===== src/rtl/seg_pkg.sv =====
// Shared constants for the seven-segment scan controller.
// Latency: n/a (constants and elaboration-time helpers only).
// Backpressure: n/a.
package seg_pkg;

    localparam logic [6:0] SEG_BLANK = 7'h7F;

    // Active-low {g,f,e,d,c,b,a} patterns, indexed by hex nibble.
    localparam logic [6:0] HEX_SEG [16] = '{
        7'h40, 7'h79, 7'h24, 7'h30, 7'h19, 7'h12, 7'h02, 7'h78,
        7'h00, 7'h10, 7'h08, 7'h03, 7'h46, 7'h21, 7'h06, 7'h0E
    };

    function automatic int clog2(input int n);
        int r;
        int v;
        r = 0;
        v = n - 1;
        while (v > 0) begin
            r = r + 1;
            v = v >> 1;
        end
        return r;
    endfunction

endpackage


===== src/rtl/seg_hex_enc.sv =====
// Hex nibble to active-low seven-segment pattern.
// Latency: combinational.
// Backpressure: none.
module seg_hex_enc
    import seg_pkg::*;
(
    input  logic [3:0] nib,
    output logic [6:0] seg_n
);

    assign seg_n = HEX_SEG[nib];

endmodule


===== src/rtl/seg_scan_ctrl.sv =====
// 8-digit seven-segment scan controller with tear-free frame-boundary update.
// Latency: outputs registered; seg_n/dp_n change on the same edge as sel.
// Backpressure: none; load is a level strobe, latest capture wins until the frame wrap.
module seg_scan_ctrl
    import seg_pkg::*;
#(
    parameter int CLK_HZ    = 100_000_000,
    parameter int SCAN_HZ   = 1_000,
    parameter int BLANK_CYC = 16
) (
    input  logic        clk,
    input  logic        rst_n,
    input  logic        load,
    input  logic [31:0] value,
    input  logic [7:0]  dp_in,
    input  logic [7:0]  digit_en,
    input  logic        blank_lz,
    output logic [2:0]  sel,
    output logic [6:0]  seg_n,
    output logic        dp_n,
    output logic        frame_tick,
    output logic        upd_pending
);

    localparam int DIV = CLK_HZ / SCAN_HZ;
    localparam int PW  = (clog2(DIV) < 1) ? 1 : clog2(DIV);
    localparam int BW  = (clog2(BLANK_CYC + 1) < 1) ? 1 : clog2(BLANK_CYC + 1);
    localparam logic [PW-1:0] PRESC_MAX  = PW'(DIV - 1);
    localparam logic [BW-1:0] BLANK_INIT = BW'(BLANK_CYC);

    logic [PW-1:0] presc;
    logic [BW-1:0] blank_cnt;
    logic [31:0]   shadow;
    logic [31:0]   disp_val;
    logic [7:0]    shadow_dp;
    logic [7:0]    disp_dp;

    logic          wrap;
    logic          frame_wrap;
    logic          commit;
    logic [2:0]    sel_nx;
    logic [BW-1:0] blank_nx;
    logic [31:0]   disp_val_nx;
    logic [7:0]    disp_dp_nx;
    logic [3:0]    nib;
    logic [31:0]   upper;
    logic          lz_dark;
    logic          en_dark;
    logic          blank_dark;
    logic [6:0]    enc_seg;
    logic [6:0]    seg_nx;
    logic          dp_nx;

    seg_hex_enc u_enc (
        .nib   (nib),
        .seg_n (enc_seg)
    );

    // Everything below looks at post-edge sel/display so outputs never skew against sel.
    always_comb begin
        wrap        = (presc == PRESC_MAX);
        frame_wrap  = wrap && (sel == 3'd7);
        commit      = frame_wrap && upd_pending;
        sel_nx      = wrap ? sel + 3'd1 : sel;
        disp_val_nx = commit ? shadow : disp_val;
        disp_dp_nx  = commit ? shadow_dp : disp_dp;

        blank_nx = '0;
        if (wrap) begin
            blank_nx = BLANK_INIT;
        end else if (blank_cnt != '0) begin
            blank_nx = blank_cnt - BW'(1);
        end

        nib        = disp_val_nx[{sel_nx, 2'b00} +: 4];
        upper      = disp_val_nx >> {sel_nx, 2'b00};
        lz_dark    = blank_lz && (sel_nx != 3'd0) && (upper == 32'h0);
        en_dark    = !digit_en[sel_nx];
        blank_dark = (blank_nx != '0);

        seg_nx = (blank_dark || en_dark || lz_dark) ? SEG_BLANK : enc_seg;
        dp_nx  = (blank_dark || en_dark) ? 1'b1 : ~disp_dp_nx[sel_nx];
    end

    always_ff @(posedge clk or negedge rst_n) begin
        if (!rst_n) begin
            presc       <= '0;
            sel         <= 3'd0;
            blank_cnt   <= BLANK_INIT;
            shadow      <= 32'h0;
            shadow_dp   <= 8'h0;
            disp_val    <= 32'h0;
            disp_dp     <= 8'h0;
            upd_pending <= 1'b0;
            seg_n       <= SEG_BLANK;
            dp_n        <= 1'b1;
            frame_tick  <= 1'b0;
        end else begin
            presc      <= wrap ? '0 : presc + PW'(1);
            sel        <= sel_nx;
            blank_cnt  <= blank_nx;
            disp_val   <= disp_val_nx;
            disp_dp    <= disp_dp_nx;
            seg_n      <= seg_nx;
            dp_n       <= dp_nx;
            frame_tick <= frame_wrap;
            // A load on the commit edge lands in shadow after the old shadow was taken.
            if (load) begin
                shadow      <= value;
                shadow_dp   <= dp_in;
                upd_pending <= 1'b1;
            end else if (commit) begin
                upd_pending <= 1'b0;
            end
        end
    end

endmodule


===== config.mk =====
export PLATFORM = sky130hd
export DESIGN_NAME = seg_scan_ctrl
export DESIGN_NICKNAME = d
export VERILOG_FILES = /design/src/rtl/seg_pkg.sv /design/src/rtl/seg_hex_enc.sv /design/src/rtl/seg_scan_ctrl.sv
export SDC_FILE = /design/constraint.sdc
export NUM_CORES = 1
export LEC_CHECK = 0
export CORE_MARGIN = 2
export CORE_UTILIZATION = 60
export CTS_BUF_LIST = sky130_fd_sc_hd__clkbuf_8
export DETAILED_ROUTE_END_ITERATION = 12
export GPL_ROUTABILITY_DRIVEN = 0
export PLACE_DENSITY = 0.88
export SLEW_MARGIN = 20
export SYNTH_ARGS = -nofsm -noshare
export SYNTH_HDL_FRONTEND = slang
export SYNTH_SLANG_ARGS = --single-unit
export TNS_END_PERCENT = 20

===== constraint.sdc =====
create_clock -name clk -period 8.6 [get_ports clk]
set_input_delay 1.72 -clock clk [delete_from_list [all_inputs] [get_ports clk]]
set_output_delay 1.72 -clock clk [all_outputs]
set_load 0.02 [all_outputs]

==> run_results.csv, run 1 <==
group,metric,value,unit
setup_path,r2r_start,"sel[0]",
timing,slew_headroom,36.0,%
logic_synthesis,synth_fa_ha_area_share,1.98,%
worst_hold_path,hold_path_class,"flop to flop",
logic_synthesis,synth-compound-area-share,13.1,%
placement,place_area,0.00700,mm^2
global_routing,grt_max_degree,65,
finish,design_area,0.00735,mm^2
global_routing,grt_usage,30.7,%
clock_network,clk_pin_slew_worst_paths,0.07,ns
setup_path,timing_worst_setup_path_type,"flop to flop",
floorplanning,die_area,0.0114,mm^2
setup_path,reg2reg_depth,16,
finish,fillers,755,
clock_network,cts_setup_buffers,0,
clock_network,insertion_delay,0.45,ns
setup_path,cp_cell_sequence,"buf_4 -> ha_1 -> ha_1 -> and2_1 -> nand3_1 -> buf_4 -> mux2_2 -> mux2_2 -> mux2i_1 -> a22oi_1 -> inv_1 -> ha_1 -> o2111ai_1 -> or4_4 -> o21ai_4 -> a221o_1",
finish,multi_input_area,0.00323,mm^2
finish,nNetsFinal,774,
finish,antenna_cells,0,
global_routing,grt_pass1_vias,5537,
timing,setup_violations,0,
global_routing,grt_pass1_wl,27.4,mm
setup_path,slowest_delay,0.60,ns
route,wirelength,16.3,mm
logic_synthesis,syn-instance-count,664,
clock_network,root_buffer,"clkbuf_8",
worst_hold_path,min-delay-start,"disp_dp[1]",
finish,syn_to_final_growth,16.3,%
clock_network,cts_tree,"done",
placement,port_buffers,64,
route,drt_iter0_markers,1066,
clock_network,holdBufCountCts,0,
route,final_antenna_net_count,0,
floorplanning,row_count,37,
logic_synthesis,synth-seq-cells,115,
logic_synthesis,synthesis.area,0.00632,mm^2
route,viasPerCell,6.51,
floorplanning,placeableCoreArea,0.0103,mm^2
route,drtPass1Iterations,7,
floorplanning,fp.dieH,107,um
clock_network,numCtsBuffers,17,
setup_path,reg2reg_to,"seg_n[5]",
setup_path,end_kind,"flop",
finish,fin_cells,860,
setup_path,required,8.98,ns
timing,hold_viol,0,
setup_path,cp_slowest_cell,"nand3_1",
worst_hold_path,hold_depth,2,
logic_synthesis,synth_common_cells,"133 x nand2_1, 106 x dfrtp_1, 52 x nor2_1",
clock_network,htreeDepth,4,
finish,drive_gt1_share,16.0,%
route,post_drt_wl_per_cell,19.0,um
logic_synthesis,yosysSeqAreaShare,45.7,%
setup_path,cp-start-kind,"flop",
finish,seq_area,0.00289,mm^2
logic_synthesis,synth-simple-area-share,20.9,%
logic_synthesis,synthMostInstantiatedCell,"nand2_1",
power_and_ir_drop,p_per_area,151,mW/mm^2
placement,dp_hpwl,11.2,mm
setup_path,cp_common_cell,"ha_1",
clock_network,cts_resized,0,
logic_synthesis,synth_top_family_by_area,"simple AND/OR/NAND/NOR gates",
timing,finClkSkew,0.0117,ns
timing,fin_ws,3.22,ns
route,drc,0,
placement,dp_slack,3.45,ns
timing,setup_tns,0,ns
timing,final-max-slew-violation-count,0,
global_routing,antenna_found_initial,0,
logic_synthesis,synth_top_area_share,41.9,%
status,status,"completed",
logic_synthesis,synthFlopType,"dfrtp_1",
setup_path,path_max_fanout,45,
logic_synthesis,synth_xor_area_share,2.49,%
logic_synthesis,synthTopCellsByArea,"dfrtp_1 42%, mux2_2 8.9%, nand2_1 7.9%, dfstp_2 3.7%, nor2_1 3.1%",
logic_synthesis,avgSynthCellArea,9.53,um^2
floorplanning,initial_core_util,61.5,%
route,num_vias,5600,
power_and_ir_drop,leakage,3.29,nW
logic_synthesis,async_flop_share,100,%
timing,tightestPinTransition,0.957,ns
clock_network,clockBufferDepth,2,
timing,fin_crit_sh,62.5,%
clock_network,clkSinkCount,115,
logic_synthesis,synth_edf_count,0,
logic_synthesis,synth_mux_area_share,12.4,%
timing,grt_setup_unrepaired,"false",
run,maxCapViolations,0,
logic_synthesis,yosysTopAreaCell,"dfrtp_1",
power_and_ir_drop,peakVddDrop,0.000196,V
finish,finish.utilization,71.6,%
logic_synthesis,synth_nets,726,
floorplanning,ios,65,
global_routing,overflow,0,
setup_path,rrSetupSlack,3.22,ns
logic_synthesis,ys_warn_count,0,
timing,fmax,186,MHz
setup_path,worst_ep_arrival_time,5.76,ns
timing,period_needed,5.38,ns
placement,dp.cells,829,
worst_hold_path,hold_end,"disp_dp[1]",
floorplanning,die_x,107,um
logic_synthesis,ys_types,71,
where the power goes:
group	internal (mW)	switching (mW)	leakage [nW]
sequential	0.562	0.0229	1.47
combinational	0.0438	0.0290	1.65
clock	0.224	0.228	0.183
total	0.830	0.280	3.29
through the flow:
| stage | power (mW) | hold WS [ns] |
|---|---|---|
| floorplan | 0.617 | 0.429 |
| detailed placement | 0.668 | 0.455 |
| CTS | 1.12 | 0.473 |
| global placement | 0.663 | 0.444 |
| global route | 1.15 | 0.494 |
| finish | 1.11 | 0.472 |
per-layer routing:
| layer | share of wire [%] | wire, um | global-route usage [%] | vias to the layer above |
|---|---|---|---|---|
| met2 | 47 | 7610 | 47.7 | 373 |
| met4 | 3.9 | 642 | 14.6 | 0 |
| met5 | 0 | 0 | 0 | - |
| met3 | 9.7 | 1580 | 8.21 | 89 |
| met1 | 40 | 6490 | 40.2 | 2669 |
| li1 | - | - | - | 2469 |
worst max-delay path by stage:
stage / start / to / depth (start not counted)
6_report: sel[0] / seg_n[5] / 16
5_1_grt: sel[0] / seg_n[2] / 16
4_1_cts: sel[0] / seg_n[5] / 16
3_5_place_dp: sel[0] / seg_n[1] / 16
3_3_place_gp: sel[0] / seg_n[1] / 16
2_1_floorplan: sel[1] / seg_n[1] / 16
cell type report:
cell class / count / area share, %
clock inverters: 14 / 1.60
repair buffers: 69 / 9.12
flip-flops and latches: 115 / 39.3
multi-input cells: 498 / 43.9
clock buffers: 17 / 3.18
well taps: 136 / 2.31
inverters: 11 / 0.561
worst max-delay path: cells and delay by family, from the launching register on:
family	cells	cell delay (ns)
and+or+nand+nor	3	1.66
AOI/OAI and AO/OA	4	0.71
muxes	3	0.73
adders and majority gates	3	0.75
buffers and inverters	3	1.12
DFF	1	0.33
kinds of logic (layout without fill, tap and decap cells):
group / count (synthesis) / in the layout
AO/OA/AOI/OAI: 120 / 120
XOR/XNOR: 18 / 18
adder cells (fa/ha/maj): 10 / 10
buffers and inverters: 51 / 111
flip-flops: 115 / 115
multiplexers: 67 / 67
AND/OR/NAND/NOR: 283 / 283
cells in the final DEF, fill, tap and decap left out, types with 10 or more instances in the layout:
cell type	instances
mux2_2	50
o21ai_0	28
mux2i_1	12
and3_1	12
clkdlybuf4s50_1	62
dfrtp_1	106
a21oi_1	23
nand2_1	133
nor3_1	12
clkbuf_8	17
ha_1	10
nand3_1	28
nor2_1	52
flip-flops by register name (all words and copies together), names as in the netlist:
| name | flops |
|---|---|
| shadow_dp | 8 |
| sel | 3 |
| shadow | 32 |
| disp_val | 32 |
| presc | 17 |
| seg_n | 7 |
| frame_tick | 1 |
| disp_dp | 8 |
| blank_cnt | 5 |
| upd_pending | 1 |
| dp_n | 1 |
Power figures use the tool's default switching activity.
==> run 2: changes to the inputs <==
--- a/config.mk
+++ b/config.mk
@@ -6,11 +6,11 @@
 export NUM_CORES = 1
 export LEC_CHECK = 0
 export CORE_MARGIN = 2
-export CORE_UTILIZATION = 60
+export CORE_UTILIZATION = 53
 export CTS_BUF_LIST = sky130_fd_sc_hd__clkbuf_8
 export DETAILED_ROUTE_END_ITERATION = 12
 export GPL_ROUTABILITY_DRIVEN = 0
-export PLACE_DENSITY = 0.88
+export PLACE_DENSITY = 0.82
 export SLEW_MARGIN = 20
 export SYNTH_ARGS = -nofsm -noshare
 export SYNTH_HDL_FRONTEND = slang
==> constraint.sdc (replaced) <==
create_clock -name clk -period 4.8 [get_ports clk]
set_input_delay 0.96 -clock clk [delete_from_list [all_inputs] [get_ports clk]]
set_output_delay 0.96 -clock clk [all_outputs]
set_load 0.02 [all_outputs]
==> run 2 against run 1 <==
Against the previous run:
- the flow now finishes with violations (design-rule violations)
- final area grew 1.7%
- global-route usage shrank 3.3 points
- clock skew up 0.0010 ns
- cell count is 2.2% higher
- total power is 83% higher
- sequential share of layout area is 0.66 points lower
- die area grew 13%
- register-to-register slack worse by 2.9 ns
- hold slack worse by 0.090 ns
- clock power up 88%
- critical endpoint unchanged
- highest routed layer unchanged
==> run_results.csv, run 2 (synthesized netlist as in run 1, its figures left out) <==
group,metric,value,unit
global_routing,overflow,0,
timing,grt_setup_unrepaired,"false",
floorplanning,fp.dieH,113,um
status,status,"finished with violations",
finish,fillers,919,
global_routing,grt_pass1_vias,5385,
setup_path,worst_ep_arrival_time,4.85,ns
power_and_ir_drop,seqPwrFrac,51.7,%
power_and_ir_drop,combPwrFrac,6.6,%
timing,hold_ws,0.382,ns
setup_path,rrSetupSlack,0.35,ns
finish,drive_gt1_share,17.3,%
finish,design_area,0.00748,mm^2
placement,dp_hpwl,11.7,mm
route,post_drt_wl_per_cell,19.0,um
timing,setup_tns,0,ns
setup_path,end_kind,"flop",
finish,final_common_cell,"nand2_1",
timing,finClkSkew,0.0127,ns
route,num_vias,5503,
setup_path,cp-endpoint,"seg_n[5]",
finish,nNetsFinal,785,
power_and_ir_drop,leakage,3.36,nW
power_and_ir_drop,p_int,1.52,mW
timing,hold_viol,0,
floorplanning,die_area,0.0128,mm^2
power_and_ir_drop,netSwitchingFraction,25.0,%
floorplanning,row_count,39,
finish,antenna_cells,0,
clock_network,clkSinkCount,115,
power_and_ir_drop,peakVddDrop,0.000263,V
setup_path,cp-start-kind,"flop",
placement,place_area,0.00708,mm^2
timing,slew_headroom,39.8,%
clock_network,cts_resized,0,
global_routing,grt_max_degree,80,
clock_network,root_buffer,"clkbuf_8",
status,failed_checks,"design-rule violations",
setup_path,required,5.19,ns
floorplanning,ios,65,
route,viasPerCell,6.26,
finish,syn_to_final_growth,18.3,%
setup_path,reg2reg_depth,12,
route,wirelength,16.7,mm
setup_path,path_max_fanout,14,
power_and_ir_drop,p_per_area,271,mW/mm^2
timing,final-max-slew-violation-count,0,
floorplanning,die_x,113,um
floorplanning,initial_core_util,54.9,%
clock_network,numCtsBuffers,17,
setup_path,reg2reg_to,"seg_n[5]",
clock_network,holdBufCountCts,0,
timing,fin_crit_sh,92.8,%
clock_network,htreeDepth,4,
timing,setup_violations,0,
route,drt_iter0_markers,768,
setup_path,timing_worst_setup_path_type,"flop to flop",
finish,final_cell_mix,"133 x nand2_1, 106 x dfrtp_1, 62 x clkdlybuf4s50_1",
clock_network,clk_pin_slew_worst_paths,0.07,ns
route,final_antenna_net_count,0,
global_routing,grt_usage,27.4,%
floorplanning,placeableCoreArea,0.0115,mm^2
timing,tightestPinTransition,0.903,ns
clock_network,cts_tree,"done",
power_and_ir_drop,clockPowerShare,41.8,%
power_and_ir_drop,power,2.03,mW
timing,fmax,225,MHz
clock_network,insertion_delay,0.46,ns
setup_path,r2r_start,"presc[12]",
worst_hold_path,hold_path_class,"input port to async pin",
run,maxCapViolations,0,
setup_path,worstSetupStartpoint,"presc[12]",
finish,reg_top3,"disp_val (32), shadow (32), presc (17)",
placement,port_buffers,64,
clock_network,clockBufferDepth,2,
clock_network,cts_setup_buffers,0,
power_and_ir_drop,net-switching-power,508,uW
global_routing,antenna_found_initial,0,
route,drtPass1Iterations,9,
timing,period_needed,4.45,ns
global_routing,grt_pass1_wl,27.4,mm
route,drc,4,
-- run 2: power by group through the flow --
stage,Sequential [mW],Combinational [mW],Clock [mW]
finish,1.05,0.133,0.848
global route,1.05,0.145,0.899
CTS,1.05,0.133,0.860
detailed placement,1.06,0.131,0
global placement,1.06,0.125,0
floorplan,1.05,0.0538,0
-- run 2: layout make-up --
type / count / area (um^2) / area share, %
clock buffer: 19 / 262 / 3.50
clock inverter: 13 / 110 / 1.47
inverter: 11 / 41.3 / 0.552
multi-input combinational: 498 / 3230 / 43.1
sequential: 115 / 2890 / 38.6
tap: 143 / 179 / 2.39
timing repair buffer: 80 / 773 / 10.3
-- run 2: worst min path at each step --
stage,from,to,slack [ns],cells after the start
after floorplan,disp_dp[5],disp_dp[5],0.43,2
after global placement,disp_dp[5],disp_dp[5],0.45,2
after detailed placement,disp_dp[5],disp_dp[5],0.45,2
after CTS,disp_dp[5],disp_dp[5],0.47,2
after global routing,rst_n,presc[3],0.39,1
final,rst_n,presc[2],0.38,1
-- run 2: critical path: stages (launching register included) --
cell and delay, ns:
dfrtp_1 0.44, or4b_4 0.57, nor4_2 0.15, buf_4 0.22, nand2_1 0.27, mux2i_2 0.78, inv_2 0.27, mux2_2 0.37
ha_1 0.23, o2111ai_1 0.16, or4_4 0.56, o21ai_4 0.20, a221o_1 0.14
-- run 2: per-stage QoR --
stage,worst slack [ns],utilization [%],std cells
finish,0.346,65.0,879
global route,0.174,65.0,879
CTS,0.459,64.7,878
detailed placement,0.475,61.5,846
global placement,0.680,61.5,846
floorplan,0.912,-,664
-- run 2: per-layer routing --
layer	vias up	global-route usage [%]	share of wire [%]	wire, um
met5	-	0	0	0
met4	0	13.8	4.0	667
met3	84	8.14	9.9	1650
met2	317	41.8	47	7880
met1	2609	35.8	39	6530
li1	2493	-	-	-
==> run 3: changes to the inputs <==
--- a/config.mk
+++ b/config.mk
@@ -8,11 +8,13 @@
 export CORE_MARGIN = 2
 export CORE_UTILIZATION = 53
 export CTS_BUF_LIST = sky130_fd_sc_hd__clkbuf_8
+export CTS_CLUSTER_DIAMETER = 60
 export DETAILED_ROUTE_END_ITERATION = 12
 export GPL_ROUTABILITY_DRIVEN = 0
 export PLACE_DENSITY = 0.82
 export SLEW_MARGIN = 20
 export SYNTH_ARGS = -nofsm -noshare
 export SYNTH_HDL_FRONTEND = slang
+export SYNTH_HIERARCHICAL = 1
 export SYNTH_SLANG_ARGS = --single-unit
 export TNS_END_PERCENT = 20
==> run 3 against run 2 <==
Against the previous run:
- the run still ends with design-rule violations left
- wire length is 10% lower
- cell count is 0.34% lower
- sequential share of layout area shrank 0.68 points
- sequential power is essentially flat
- worst setup slack improved by 0.032 ns
- total power grew 14%
- core utilization increased by 1.2 points
- clock skew increased by 0.0021 ns
- register-to-register slack improved by 0.03 ns
- area after synthesis decreased by 0.28%
- synthesized cell count shrank 1.7%
- critical path depth increased by 3
==> run_results.csv, run 3 <==
group,metric,value,unit
global_routing,grt_pass1_wl,25.6,mm
power_and_ir_drop,peakVddDrop,0.000313,V
run,maxCapViolations,0,
worst_hold_path,hold_path_class,"input port to async pin",
timing,fin_crit_sh,92.1,%
floorplanning,die_area,0.0128,mm^2
route,final_antenna_net_count,0,
logic_synthesis,syn-instance-count,653,
clock_network,insertion_delay,0.45,ns
route,wirelength,15.0,mm
setup_path,worstSetupStartpoint,"presc[6]",
clock_network,cts_resized,0,
floorplanning,row_count,39,
clock_network,numCtsBuffers,17,
logic_synthesis,synth-seq-cells,115,
floorplanning,initial_core_util,54.8,%
logic_synthesis,synth_common_cells,"141 x nand2_1, 106 x dfrtp_1, 58 x nor2_1",
global_routing,grt_pass1_vias,5181,
finish,final_cell_mix,"141 x nand2_1, 105 x dfrtp_1, 62 x clkdlybuf4s50_1",
placement,dp_slack,0.442,ns
logic_synthesis,synthesis.area,0.00631,mm^2
route,drc,3,
logic_synthesis,synthFlopType,"dfrtp_1",
logic_synthesis,synth_top_area_share,42.1,%
logic_synthesis,synth_edf_count,0,
timing,setup_tns,0,ns
clock_network,cts_setup_buffers,0,
clock_network,holdBufCountCts,0,
logic_synthesis,synthMostInstantiatedCell,"nand2_1",
route,post_drt_wl_per_cell,17.1,um
status,status,"finished with violations",
timing,final-max-slew-violation-count,0,
clock_network,clkSinkCount,115,
logic_synthesis,yosysTopAreaCell,"dfrtp_1",
timing,slew_headroom,38.8,%
timing,fmax,226,MHz
finish,fillers,912,
logic_synthesis,ys_types,62,
setup_path,timing_worst_setup_path_type,"flop to flop",
global_routing,grt_usage,25.3,%
route,num_vias,5189,
setup_path,reg2reg_to,"seg_n[3]",
logic_synthesis,ys_warn_count,6,
setup_path,path_max_fanout,22,
finish,nNetsFinal,783,
clock_network,clockBufferDepth,2,
timing,grt_setup_unrepaired,"false",
route,drtPass1Iterations,9,
logic_synthesis,async_flop_share,100,%
logic_synthesis,yosysSeqAreaShare,45.8,%
timing,setup_violations,0,
route,viasPerCell,5.92,
finish,multi_input_area,0.00321,mm^2
timing,hold_viol,0,
power_and_ir_drop,power,2.30,mW
setup_path,worst_ep_arrival_time,4.77,ns
setup_path,cp-start-kind,"flop",
setup_path,r2r_start,"presc[6]",
status,failed_checks,"design-rule violations",
finish,seq_area,0.00289,mm^2
floorplanning,placeableCoreArea,0.0115,mm^2
finish,antenna_cells,0,
setup_path,reg2reg_depth,15,
floorplanning,fp.dieH,113,um
clock_network,cts_tree,"done",
finish,drive_gt1_share,16.5,%
timing,period_needed,4.42,ns
clock_network,root_buffer,"clkbuf_8",
setup_path,required,5.15,ns
global_routing,antenna_found_initial,0,
logic_synthesis,avgSynthCellArea,9.66,um^2
floorplanning,ios,65,
finish,reg_top3,"disp_val (32), shadow (32), presc (17)",
route,drt_iter0_markers,439,
logic_synthesis,synth_nets,716,
power_and_ir_drop,p_per_area,302,mW/mm^2
finish,final_common_cell,"nand2_1",
finish,syn_to_final_growth,20.8,%
power_and_ir_drop,leakage,3.46,nW
timing,tightestPinTransition,0.917,ns
global_routing,overflow,0,
placement,port_buffers,64,
clock_network,htreeDepth,4,
logic_synthesis,synthTopCellsByArea,"dfrtp_1 42%, nand2_1 8.4%, mux2_2 8.0%, mux2i_1 7.3%, dfstp_2 3.7%",
timing,finClkSkew,0.0148,ns
floorplanning,die_x,113,um
global_routing,grt_max_degree,57,
placement,dp_hpwl,10.9,mm
setup_path,end_kind,"flop",
setup_path,rrSetupSlack,0.38,ns
clock_network,clk_pin_slew_worst_paths,0.07,ns
timing,fin_ws,0.378,ns
run 3: area by class of cell:
type / instances / area share (%)
multi-input combinational: 488 / 42.2
timing repair buffer: 85 / 10.4
clock buffer: 17 / 3.07
inverter: 13 / 0.641
tap: 143 / 2.35
clock inverter: 15 / 3.45
sequential: 115 / 37.9
run 3: power by group:
group,switching [mW],internal (mW),total [mW]
Combinational,0.0547,0.0798,0.134
Clock,0.406,0.719,1.12
Sequential,0.0370,1.01,1.04
Total,0.497,1.81,2.30
run 3: stage by stage:
stage / instance area (um^2) / utilization, % / hold WS [ns] / cells
finish: 7620 / 66.1 / 0.386 / 876
global route: 7620 / 66.1 / 0.381 / 876
CTS: 7620 / 66.1 / 0.376 / 876
detailed placement: 7120 / 61.8 / 0.451 / 844
global placement: 7120 / 61.8 / 0.449 / 844
floorplan: 6310 / - / 0.426 / 653
run 3: how the worst max path moves through the flow:
stage,endpoint,slack (ns),cells past startpoint
2_1_floorplan,seg_n[3],0.20,16
3_3_place_gp,seg_n[3],0.61,15
3_5_place_dp,seg_n[3],0.44,15
4_1_cts,seg_n[3],0.41,15
5_1_grt,seg_n[3],0.16,15
6_report,seg_n[3],0.38,15
run 3: per-layer routing:
metal | GRT usage (%) | share of wire [%]
met5 | 0 | 0
met4 | 10.0 | 3.3
met3 | 6.27 | 6.1
met2 | 40.9 | 48
met1 | 33.2 | 42
run 3: logic make-up (layout without fill, tap and decap cells):
kind of cell    after synthesis  count (layout)  share of synthesized area, %
compound gates               94              94                          10.0
mux                          95              95                          16.8
simple gates                272             272                          19.3
flops                       115             115                          45.8
fa+ha+maj                    11              11                          2.18
buf+inv                      50             130                          3.31
xor+xnor                     16              16                          2.52
run 3: critical path, cell delays in order, from the launching register on:
cell	delay (ns)
dfrtp_1	0.41
or4b_1	0.66
or4_1	0.69
buf_4	0.27
nand2_1	0.09
and2_1	0.22
buf_4	0.23
a21oi_1	0.08
o21a_1	0.18
a211oi_1	0.29
inv_1	0.17
ha_1	0.31
inv_1	0.05
mux4_1	0.48
nor2_1	0.11
o21ai_1	0.08
